===== src/rtl/serial_add_sub_if.sv =====
// serial_add_sub_if: operand/opcode handshake in, result/flags handshake out.
// Ports: in_valid/in_ready/op_a/op_b/sub from the operand stage,
//        out_valid/out_ready/result/carry_out/overflow/zero to writeback.
// slave = the adder/subtractor's view, master = the surrounding pipeline's view.
interface serial_add_sub_if #(
  parameter int WIDTH = 32
);
  logic             in_valid;
  logic             in_ready;
  logic [WIDTH-1:0] op_a;
  logic [WIDTH-1:0] op_b;
  logic             sub;
  logic             out_valid;
  logic             out_ready;
  logic [WIDTH-1:0] result;
  logic             carry_out;
  logic             overflow;
  logic             zero;

  modport slave (
    input  in_valid, op_a, op_b, sub, out_ready,
    output in_ready, out_valid, result, carry_out, overflow, zero
  );

  modport master (
    output in_valid, op_a, op_b, sub, out_ready,
    input  in_ready, out_valid, result, carry_out, overflow, zero
  );
endinterface


===== src/rtl/serial_add_sub.sv =====
// serial_add_sub: bit-serial 2's-complement add/sub, one full-adder cell + carry FF, LSB first.
// Latency: out_valid rises WIDTH edges after the accept edge; one op per WIDTH+2 cycles at best.
// Backpressure: result/flags held in DONE until out_ready; in_valid ignored while busy (no queueing).
// Ports: clk, rst_n (async, active low), bus (serial_add_sub_if.slave):
//   in_valid/in_ready/op_a/op_b/sub in, out_valid/out_ready/result/carry_out/overflow/zero out.
module serial_add_sub #(
  parameter int WIDTH = 32
) (
  input  logic            clk,
  input  logic            rst_n,
  serial_add_sub_if.slave bus
);
  localparam int CNT_W = $clog2(WIDTH) + 1;
  localparam logic [CNT_W-1:0] LAST_BIT = CNT_W'(WIDTH - 1);

  typedef enum logic [1:0] {IDLE, CALC, DONE} state_t;

  state_t           state;
  logic [WIDTH-1:0] a_sh;
  logic [WIDTH-1:0] b_sh;
  logic [WIDTH-1:0] res_q;
  logic [CNT_W-1:0] cnt;
  logic             carry;
  logic             in_ready_q;
  logic             out_valid_q;
  logic             carry_out_q;
  logic             overflow_q;
  logic             zero_q;

  // Full-adder cell: i_1 = a_sh[0], i_2 = b_sh[0], i_3 = carry.
  logic             fa_s;
  logic             fa_c;
  logic [WIDTH-1:0] res_next;

  always_comb begin
    fa_s = a_sh[0] ^ b_sh[0] ^ carry;
    fa_c = (a_sh[0] & b_sh[0]) | (carry & (a_sh[0] ^ b_sh[0]));
  end

  // Sum bits enter at the MSB so after WIDTH shifts bit 0 sits at the LSB.
  assign res_next = {fa_s, res_q[WIDTH-1:1]};

  always_ff @(posedge clk or negedge rst_n) begin
    if (!rst_n) begin
      state       <= IDLE;
      a_sh        <= '0;
      b_sh        <= '0;
      res_q       <= '0;
      cnt         <= '0;
      carry       <= 1'b0;
      in_ready_q  <= 1'b1;
      out_valid_q <= 1'b0;
      carry_out_q <= 1'b0;
      overflow_q  <= 1'b0;
      zero_q      <= 1'b0;
    end else begin
      case (state)
        IDLE: begin
          if (bus.in_valid && in_ready_q) begin
            // Subtract as A + ~B + 1: invert B up front, seed the carry with 1.
            a_sh       <= bus.op_a;
            b_sh       <= bus.op_b ^ {WIDTH{bus.sub}};
            carry      <= bus.sub;
            cnt        <= '0;
            in_ready_q <= 1'b0;
            state      <= CALC;
          end
        end

        CALC: begin
          a_sh  <= a_sh >> 1;
          b_sh  <= b_sh >> 1;
          res_q <= res_next;
          carry <= fa_c;
          cnt   <= cnt + 1'b1;
          // Terminate on an explicit compare so non-power-of-2 widths work.
          if (cnt == LAST_BIT) begin
            carry_out_q <= fa_c;
            // Old carry is the carry into the MSB on this edge.
            overflow_q  <= carry ^ fa_c;
            zero_q      <= (res_next == '0);
            out_valid_q <= 1'b1;
            state       <= DONE;
          end
        end

        DONE: begin
          // No bypass: in_ready only returns on the edge after the handshake.
          if (bus.out_ready) begin
            out_valid_q <= 1'b0;
            in_ready_q  <= 1'b1;
            state       <= IDLE;
          end
        end

        default: begin
          state       <= IDLE;
          in_ready_q  <= 1'b1;
          out_valid_q <= 1'b0;
        end
      endcase
    end
  end

  assign bus.in_ready  = in_ready_q;
  assign bus.out_valid = out_valid_q;
  assign bus.result    = res_q;
  assign bus.carry_out = carry_out_q;
  assign bus.overflow  = overflow_q;
  assign bus.zero      = zero_q;

endmodule


===== src/flat_wrapper.sv =====
// flat-port wrapper written by rule: the top's interface ports become plain ports
module serial_add_sub_flat 
#(
  parameter int WIDTH = 32
)
  (clk, rst_n, bus_in_valid, bus_op_a, bus_op_b, bus_sub, bus_out_ready, bus_in_ready, bus_out_valid, bus_result, bus_carry_out, bus_overflow, bus_zero);
  serial_add_sub_if #(.WIDTH(WIDTH)) bus_i ();
  input  logic clk;
  input  logic rst_n;
  input wire logic [$bits(bus_i.in_valid)-1:0] bus_in_valid;
  input wire logic [$bits(bus_i.op_a)-1:0] bus_op_a;
  input wire logic [$bits(bus_i.op_b)-1:0] bus_op_b;
  input wire logic [$bits(bus_i.sub)-1:0] bus_sub;
  input wire logic [$bits(bus_i.out_ready)-1:0] bus_out_ready;
  output wire logic [$bits(bus_i.in_ready)-1:0] bus_in_ready;
  output wire logic [$bits(bus_i.out_valid)-1:0] bus_out_valid;
  output wire logic [$bits(bus_i.result)-1:0] bus_result;
  output wire logic [$bits(bus_i.carry_out)-1:0] bus_carry_out;
  output wire logic [$bits(bus_i.overflow)-1:0] bus_overflow;
  output wire logic [$bits(bus_i.zero)-1:0] bus_zero;
  assign bus_i.in_valid = bus_in_valid;
  assign bus_i.op_a = bus_op_a;
  assign bus_i.op_b = bus_op_b;
  assign bus_i.sub = bus_sub;
  assign bus_i.out_ready = bus_out_ready;
  assign bus_in_ready = bus_i.in_ready;
  assign bus_out_valid = bus_i.out_valid;
  assign bus_result = bus_i.result;
  assign bus_carry_out = bus_i.carry_out;
  assign bus_overflow = bus_i.overflow;
  assign bus_zero = bus_i.zero;
  serial_add_sub #(.WIDTH(WIDTH)) u_core (.clk(clk), .rst_n(rst_n), .bus(bus_i));
endmodule

===== config.mk =====
export PLATFORM = sky130hd
export DESIGN_NAME = serial_add_sub_flat
export DESIGN_NICKNAME = d
export VERILOG_FILES = /design/src/rtl/serial_add_sub_if.sv /design/src/rtl/serial_add_sub.sv /design/src/flat_wrapper.sv
export SDC_FILE = /design/constraint.sdc
export NUM_CORES = 1
export LEC_CHECK = 0
export ABC_AREA = 1
export BUFFER_PORTS_ARGS = -buffer_cell sky130_fd_sc_hd__buf_2
export CAP_MARGIN = 20
export CORE_ASPECT_RATIO = 2
export CORE_MARGIN = 1.5
export CORE_UTILIZATION = 50
export CTS_CLUSTER_SIZE = 30
export DETAILED_ROUTE_END_ITERATION = 6
export PLACE_DENSITY = 0.77
export SLEW_MARGIN = 10
export SYNTH_ARGS = -nofsm -noshare
export SYNTH_HDL_FRONTEND = slang
export SYNTH_SLANG_ARGS = --single-unit
export TNS_END_PERCENT = 1

===== constraint.sdc =====
create_clock -name clk -period 2.1 [get_ports clk]
set_clock_uncertainty 0.05 [all_clocks]
set_input_delay 0.315 -clock clk [delete_from_list [all_inputs] [get_ports clk]]
set_output_delay 0.315 -clock clk [all_outputs]
set_load 0.01 [all_outputs]

# ---- Yosys cells after proc, flatten, opt, wreduce, memory -nomap -nowiden
# Index checks and enable logic that the tools add are counted.
dict set report totals {
  regBits 110
  latchBits 0
  ram_bits 0
  rom_bits 0
  input_bits 69
  word_cells 54
  n_memories 0
}
dict set report classes {
  add_sub_neg 1
  multipliers 0
  div 0
  order_cmp 0
  n_eq_ne 6
  shift 0
  muxes 18
  bitwise 9
  reduce_logical 9
}
# operator n
set op_table {}
lappend op_table {{one-hot mux 32 bit (2 select lines)} 2}
lappend op_table {{2-to-1 mux 32 bit} 2}
lappend op_table {{logical NOT 32 bit} 1}
lappend op_table {{XOR 32 bit} 1}
lappend op_table {{one-hot mux 6 bit (2 select lines)} 1}
lappend op_table {{AND reduction 3 bit} 3}
lappend op_table {{adder 6 x 1 -> 6 bit, second input constant} 1}
lappend op_table {{== test 6 x 5 -> 1 bit, second input constant} 1}
lappend op_table {{2-to-1 mux 2 bit} 3}
lappend op_table {{2-to-1 mux 6 bit} 1}
lappend op_table {{one-hot mux 1 bit (3 select lines)} 2}
lappend op_table {{one-hot mux 2 bit (3 select lines)} 1}
lappend op_table {{2-to-1 mux 1 bit} 5}
lappend op_table {{inequality test 2 x 1 -> 1 bit, second input constant} 2}
lappend op_table {{AND reduction 2 bit} 2}
lappend op_table {{XOR 1 bit} 3}
lappend op_table {{AND 1 bit} 2}
lappend op_table {{== test 2 x 1 -> 1 bit, second input constant} 1}
lappend op_table {{== test 2 bit, second input constant} 1}
lappend op_table {{logical NOT 2 bit} 1}
lappend op_table {{inequality test 2 bit, second input constant} 1}
lappend op_table {{inverter 1 bit} 2}
lappend op_table {{one-hot mux 1 bit (2 select lines)} 1}
lappend op_table {{nonzero test 2 bit} 1}
lappend op_table {{other kinds (2)} 2}

# ---- Depth between registers and ports, before layout
dict set report depth {
  depth_word 4
  mapped_depth 9
}

# ---- Worst setup path before layout
# No wires, ideal clock.
dict set report synth_timing {
  path_type {register to register}
  start {register u_core.carry}
  end {register u_core.zero_q, in the netlist u_core.bus.zero}
  arrival_ps 1358
  t_required_ps 1985
  path_slack_ps 627
  path_stages_with_launch 9
  n_path_buf 0
  period_less_slack_ps 1473
  cell_sequence {dfrtp_1 fa_1 nor2_1 nand2_1 nor2_1 nand2_1 nor2_1 nand2_1 nand2_1}
}
dict set report synth_between {
  elab_chain_cells 2
}
# element line_no
set synth_rtl {}
lappend synth_rtl {{from (decl)} serial_add_sub.sv:23} ;# logic carry;
lappend synth_rtl {{from (signal assigned)} serial_add_sub.sv:63} ;# carry <= bus.sub;
lappend synth_rtl {{XOR 1 bit} serial_add_sub.sv:36} ;# fa_s = a_sh[0] ^ b_sh[0] ^ carry;
lappend synth_rtl {{via u_core.fa_s} serial_add_sub.sv:31} ;# logic fa_s;
lappend synth_rtl {{logical NOT 32 bit} serial_add_sub.sv:81} ;# zero_q <= (res_next == '0);
lappend synth_rtl {{to (signal assigned)} serial_add_sub.sv:81}
lappend synth_rtl {{to (decl)} serial_add_sub.sv:28} ;# logic zero_q;
# The timed path passes the listed nets, and every way through them passes these cells.
# A chain may end at the register's enable or synchronous reset.

# ---- Worst setup path after layout
dict set report layout_timing {
  start {register u_core.in_ready_q, in the netlist u_core.bus.in_ready}
  end {register u_core.a_sh[2]}
}
dict set report layout_between {
  elab_chain_cells 3
}
# element line_no
set layout_rtl {}
lappend layout_rtl {{from (decl)} serial_add_sub.sv:24} ;# logic in_ready_q;
lappend layout_rtl {{from (signal assigned)} serial_add_sub.sv:51} ;# in_ready_q <= 1'b1;
lappend layout_rtl {{from (signal assigned)} serial_add_sub.sv:65} ;# in_ready_q <= 1'b0;
lappend layout_rtl {{from (signal assigned)} serial_add_sub.sv:91} ;# in_ready_q <= 1'b1;
lappend layout_rtl {{logical AND 1 bit} serial_add_sub.sv:59} ;# if (bus.in_valid && in_ready_q) begin
lappend layout_rtl {{inequality test 2 x 1 -> 1 bit (no source line)} n/a}
lappend layout_rtl {{AND reduction 2 bit (no source line)} n/a}
lappend layout_rtl {{to (signal assigned)} serial_add_sub.sv:61} ;# a_sh <= bus.op_a;
lappend layout_rtl {{to (signal assigned)} serial_add_sub.sv:71} ;# a_sh <= a_sh >> 1;
lappend layout_rtl {{to (decl)} serial_add_sub.sv:19} ;# logic [WIDTH-1:0] a_sh;
# No other way between the ends.

==> impl_metrics.prom <==
# TYPE chip_impl_metric gauge
chip_impl_info{name="status",value="finished with violations"} 1
chip_impl_info{name="violations",value="negative hold slack"} 1
chip_impl_metric{name="core-area",unit="mm2"} 0.0101
chip_impl_info{name="synth.largest_area_cell",value="sky130_fd_sc_hd__dfrtp_1"} 1
chip_impl_metric{name="vdd_drop_max",unit="V"} 0.000852
chip_impl_info{name="largest_cells_by_area_after_synthesis",value="sky130_fd_sc_hd__dfrtp_1 (52%), sky130_fd_sc_hd__nand2_1 (9.1%), sky130_fd_sc_hd__nor2_1 (8.4%), sky130_fd_sc_hd__xnor2_1 (5.5%), sky130_fd_sc_hd__nor3_2 (4.2%)"} 1
chip_impl_metric{name="clock_sink_count",unit=""} 110
chip_impl_metric{name="port-buffer-count",unit=""} 105
chip_impl_metric{name="setup.reg_to_reg.worst_slack",unit="ps"} 460
chip_impl_metric{name="worst-path-max-fanout",unit=""} 27
chip_impl_metric{name="grt.total_usage",unit=""} 0.213
chip_impl_metric{name="hold_violations",unit=""} 23
chip_impl_metric{name="syn2layout_area_growth",unit="%"} 16.6
chip_impl_metric{name="reg2reg_depth",unit=""} 5
chip_impl_metric{name="clock_buffers_created_by_tritoncts",unit=""} 9
chip_impl_metric{name="synthesis.yosys.warnings",unit=""} 0
chip_impl_metric{name="slew_hr",unit=""} 0.580
chip_impl_info{name="layout_common_cells",value="sky130_fd_sc_hd__nand2_1 (127), sky130_fd_sc_hd__nor2_1 (117), sky130_fd_sc_hd__dfrtp_1 (109)"} 1
chip_impl_info{name="cp-endpoint",value="u_core.a_sh[2]$_DFFE_PN0P_"} 1
chip_impl_metric{name="crit_path_max_incr_delay",unit="ps"} 570
chip_impl_metric{name="std_cell_rows",unit=""} 52
chip_impl_info{name="reg2reg_from",value="u_core.bus.in_ready$_DFFE_PN1P_"} 1
chip_impl_metric{name="post-place-ws",unit="ps"} 465
chip_impl_metric{name="post-place-cells",unit=""} 778
chip_impl_metric{name="use_met3",unit=""} 0.0375
chip_impl_info{name="end_kind",value="flip-flop"} 1
chip_impl_metric{name="wl",unit="um"} 10700
chip_impl_metric{name="crit_buf_inv",unit=""} 1
chip_impl_metric{name="grt-ovfl-total",unit=""} 0
chip_impl_metric{name="routabilityCongestion",unit=""} 0.798
chip_impl_info{name="global_route.peak_usage_layer",value="met2"} 1
chip_impl_metric{name="synth.yosys.seq_area_share",unit=""} 0.528
chip_impl_metric{name="timing.hold.ws",unit="ps"} -57.5
chip_impl_metric{name="non_filler_instance_count_after_layout",unit=""} 794
chip_impl_metric{name="drc",unit=""} 0
chip_impl_metric{name="viasPerCell",unit=""} 5.03
chip_impl_info{name="commonest_non_fill_non_tap_cell_in_the_layout",value="sky130_fd_sc_hd__nand2_1"} 1
chip_impl_info{name="rsz0062_at_grt",value="no"} 1
chip_impl_metric{name="cts_setup_buffers",unit=""} 0
chip_impl_metric{name="diodes",unit=""} 0
chip_impl_metric{name="fp.dieH",unit="um"} 148
chip_impl_metric{name="max_slew.worst_pin.slew",unit="ps"} 630
chip_impl_metric{name="final_layout_size_suffix_gt1_frac",unit=""} 0.266
chip_impl_metric{name="drt.antenna.violating_nets",unit=""} 0
chip_impl_metric{name="p_leak",unit="nW"} 2.86
chip_impl_info{name="cp_class",value="reg2reg"} 1
chip_impl_metric{name="h_tree_levels",unit=""} 3
chip_impl_metric{name="setup_viols_final",unit=""} 0
chip_impl_metric{name="finish.instance_area",unit="mm2"} 0.00609
chip_impl_info{name="timing.rr.end",value="u_core.a_sh[2]$_DFFE_PN0P_"} 1
chip_impl_metric{name="yosysUniqueCellTypes",unit=""} 31
chip_impl_metric{name="clk_pin_slew_worst_paths",unit="ps"} 70
chip_impl_metric{name="worst_ep_required_time",unit="ps"} 2310
chip_impl_metric{name="resized_after_cts",unit=""} 0
chip_impl_metric{name="design.portCount",unit=""} 106
chip_impl_metric{name="final-max-slew-violation-count",unit=""} 0
chip_impl_metric{name="avgSynthCellArea",unit="um2"} 9.30
chip_impl_metric{name="cp_num_cells",unit=""} 5
chip_impl_info{name="worstSetupStartpoint",value="u_core.bus.in_ready$_DFFE_PN1P_"} 1
chip_impl_metric{name="pin_count_of_the_biggest_net_entering_global_routing",unit=""} 111
chip_impl_info{name="cp_top_family",value="simple AND/OR/NAND/NOR gates"} 1
chip_impl_metric{name="finalCriticalPeriod",unit="ps"} 1640
chip_impl_metric{name="holdBufCountCts",unit=""} 0
chip_impl_metric{name="drt-pass1-iter-count",unit=""} 4
chip_impl_info{name="tritoncts",value="built"} 1
chip_impl_metric{name="dpl.hpwl",unit="um"} 7420
chip_impl_info{name="path_cells",value="nand4_4 > nand2_4 > buf_4 > nor2_1 > nor3_1"} 1
chip_impl_metric{name="setup_total_negative_slack",unit="ps"} 0
chip_impl_metric{name="dpl-instance-area",unit="mm2"} 0.00579
chip_impl_metric{name="cts.path.max_buffers",unit=""} 2
chip_impl_metric{name="worst_slack",unit="ps"} 459
chip_impl_info{name="cts_root_buf",value="sky130_fd_sc_hd__clkbuf_16"} 1
chip_impl_metric{name="maxCapViolations",unit=""} 0
chip_impl_metric{name="p_per_area",unit="mW/mm2"} 1420
chip_impl_metric{name="routedWlPerCell",unit="um"} 13.5
chip_impl_metric{name="grt.met2_usage",unit=""} 0.361
chip_impl_metric{name="die-area",unit="mm2"} 0.0111
chip_impl_metric{name="starting_density_of_the_core",unit=""} 0.514
chip_impl_metric{name="clock_latency",unit="ps"} 340
chip_impl_metric{name="die_w",unit="um"} 75.3
chip_impl_metric{name="nets",unit=""} 725
chip_impl_metric{name="netlist.area_leader.share",unit=""} 0.523
chip_impl_metric{name="synth.ff_latch_count",unit=""} 110
chip_impl_metric{name="global_route_wire_length_before_repair",unit="um"} 18400
chip_impl_info{name="timing.critical_path.slowest_stage_cell",value="sky130_fd_sc_hd__dfstp_2"} 1
chip_impl_metric{name="worst-endpoint-arrival",unit="ps"} 1850
chip_impl_metric{name="routed-via-count",unit=""} 3995
chip_impl_info{name="timing.hold.worst.class",value="in2async"} 1
chip_impl_metric{name="dr.first_iter.drc_count",unit=""} 229
chip_impl_metric{name="post-route-util",unit=""} 0.600
chip_impl_metric{name="syn-num-nets",unit=""} 632
chip_impl_info{name="crit_path_start_kind",value="flip-flop"} 1
chip_impl_metric{name="postSynthCellCount",unit=""} 561
chip_impl_metric{name="grt_pass1_vias",unit=""} 4037
chip_impl_metric{name="number_of_antenna_violations_at_the_first_check_in_global_routing",unit=""} 0
chip_impl_metric{name="maxClockFrequency",unit="MHz"} 609
chip_impl_metric{name="final_worst_path_period_share",unit=""} 0.782
chip_impl_metric{name="synth.cell_area",unit="mm2"} 0.00522
chip_impl_metric{name="grt.met1_usage",unit=""} 0.260
==> synthesized netlist by cell type <==
master,instances
sky130_fd_sc_hd__a21oi_1,1
sky130_fd_sc_hd__a31oi_1,1
sky130_fd_sc_hd__buf_2,10
sky130_fd_sc_hd__buf_4,7
sky130_fd_sc_hd__buf_6,9
sky130_fd_sc_hd__buf_8,1
sky130_fd_sc_hd__clkbuf_1,2
sky130_fd_sc_hd__clkbuf_4,2
sky130_fd_sc_hd__dfrtp_1,109
sky130_fd_sc_hd__dfstp_2,1
sky130_fd_sc_hd__fa_1,1
sky130_fd_sc_hd__ha_1,1
sky130_fd_sc_hd__inv_1,19
sky130_fd_sc_hd__inv_2,3
sky130_fd_sc_hd__inv_4,1
sky130_fd_sc_hd__nand2_1,127
sky130_fd_sc_hd__nand2_4,2
sky130_fd_sc_hd__nand3_1,6
sky130_fd_sc_hd__nand4_1,1
sky130_fd_sc_hd__nand4_4,1
sky130_fd_sc_hd__nor2_1,117
sky130_fd_sc_hd__nor3_1,7
sky130_fd_sc_hd__nor3_2,22
sky130_fd_sc_hd__o211ai_1,15
sky130_fd_sc_hd__o211ai_2,16
sky130_fd_sc_hd__o21ai_0,29
sky130_fd_sc_hd__o21ai_1,11
sky130_fd_sc_hd__o22ai_1,4
sky130_fd_sc_hd__o31ai_1,1
sky130_fd_sc_hd__or2_1,1
sky130_fd_sc_hd__xnor2_1,33
==> state kept, by name (all words and copies together) (netlist names) <==
name                  flops
u_core.carry              1
u_core.a_sh              32
u_core.bus.out_valid      1
u_core.bus.zero           1
u_core.bus.overflow       1
u_core.bus.carry_out      1
u_core.b_sh              32
u_core.bus.result        32
u_core.bus.in_ready       1
u_core.cnt                6
u_core.state              2
==> area by class of cell <==
type / count / area (um2)
Sequential cell: 110 / 2750
Inverter: 23 / 88.8
Multi-Input combinational cell: 397 / 2140
Timing Repair Buffer: 113 / 638
Clock inverter: 7 / 75.1
Tap cell: 135 / 169
Clock buffer: 9 / 225
Fill cell: 908 / 4060
==> where the power goes <==
group          switching [W]  total, W  internal, W
Clock               0.000770   0.00170     0.000927
Combinational        0.00200   0.00333      0.00133
Sequential          0.000592   0.00359      0.00300
==> per-layer routing <==
layer | wire length (um) | part of all wire | vias up
li1 | - | - | 1990
met1 | 4360 | 0.41 | 1895
met2 | 5770 | 0.54 | 88
met3 | 325 | 0.030 | 22
met4 | 256 | 0.024 | 0
met5 | 0 | 0 | -
==> per-stage QoR <==
stage          total power [W]  hold WS, ps
2_1_floorplan          0.00611        -30.6
5_1_grt                0.00934         32.6
3_3_place_gp           0.00685          386
6_report               0.00862        -57.5
4_1_cts                0.00871         16.7
3_5_place_dp           0.00700          389
==> kinds of logic after synthesis <==
group,count (synthesis),synth area share
adders and majority gates,2,0.00623
and+or+nand+nor,284,0.241
DFF,110,0.528
AOI/OAI and AO/OA,78,0.107
buffers and inverters,54,0.0633
xor gates and xnor gates,33,0.0554
==> worst min path at each step <==
stage	start	end	slack [ps]	depth (start not counted)
6_report	rst_n	u_core.bus.result[16]$_DFFE_PN0P_	-60	2
5_1_grt	rst_n	u_core.bus.result[15]$_DFFE_PN0P_	30	2
4_1_cts	rst_n	u_core.bus.result[15]$_DFFE_PN0P_	20	2
3_5_place_dp	rst_n	u_core.bus.result[15]$_DFFE_PN0P_	390	2
3_3_place_gp	rst_n	u_core.bus.result[18]$_DFFE_PN0P_	390	2
2_1_floorplan	rst_n	u_core.a_sh[0]$_DFFE_PN0P_	-30	0
No activity file was read; power rests on OpenSTA's default activity.
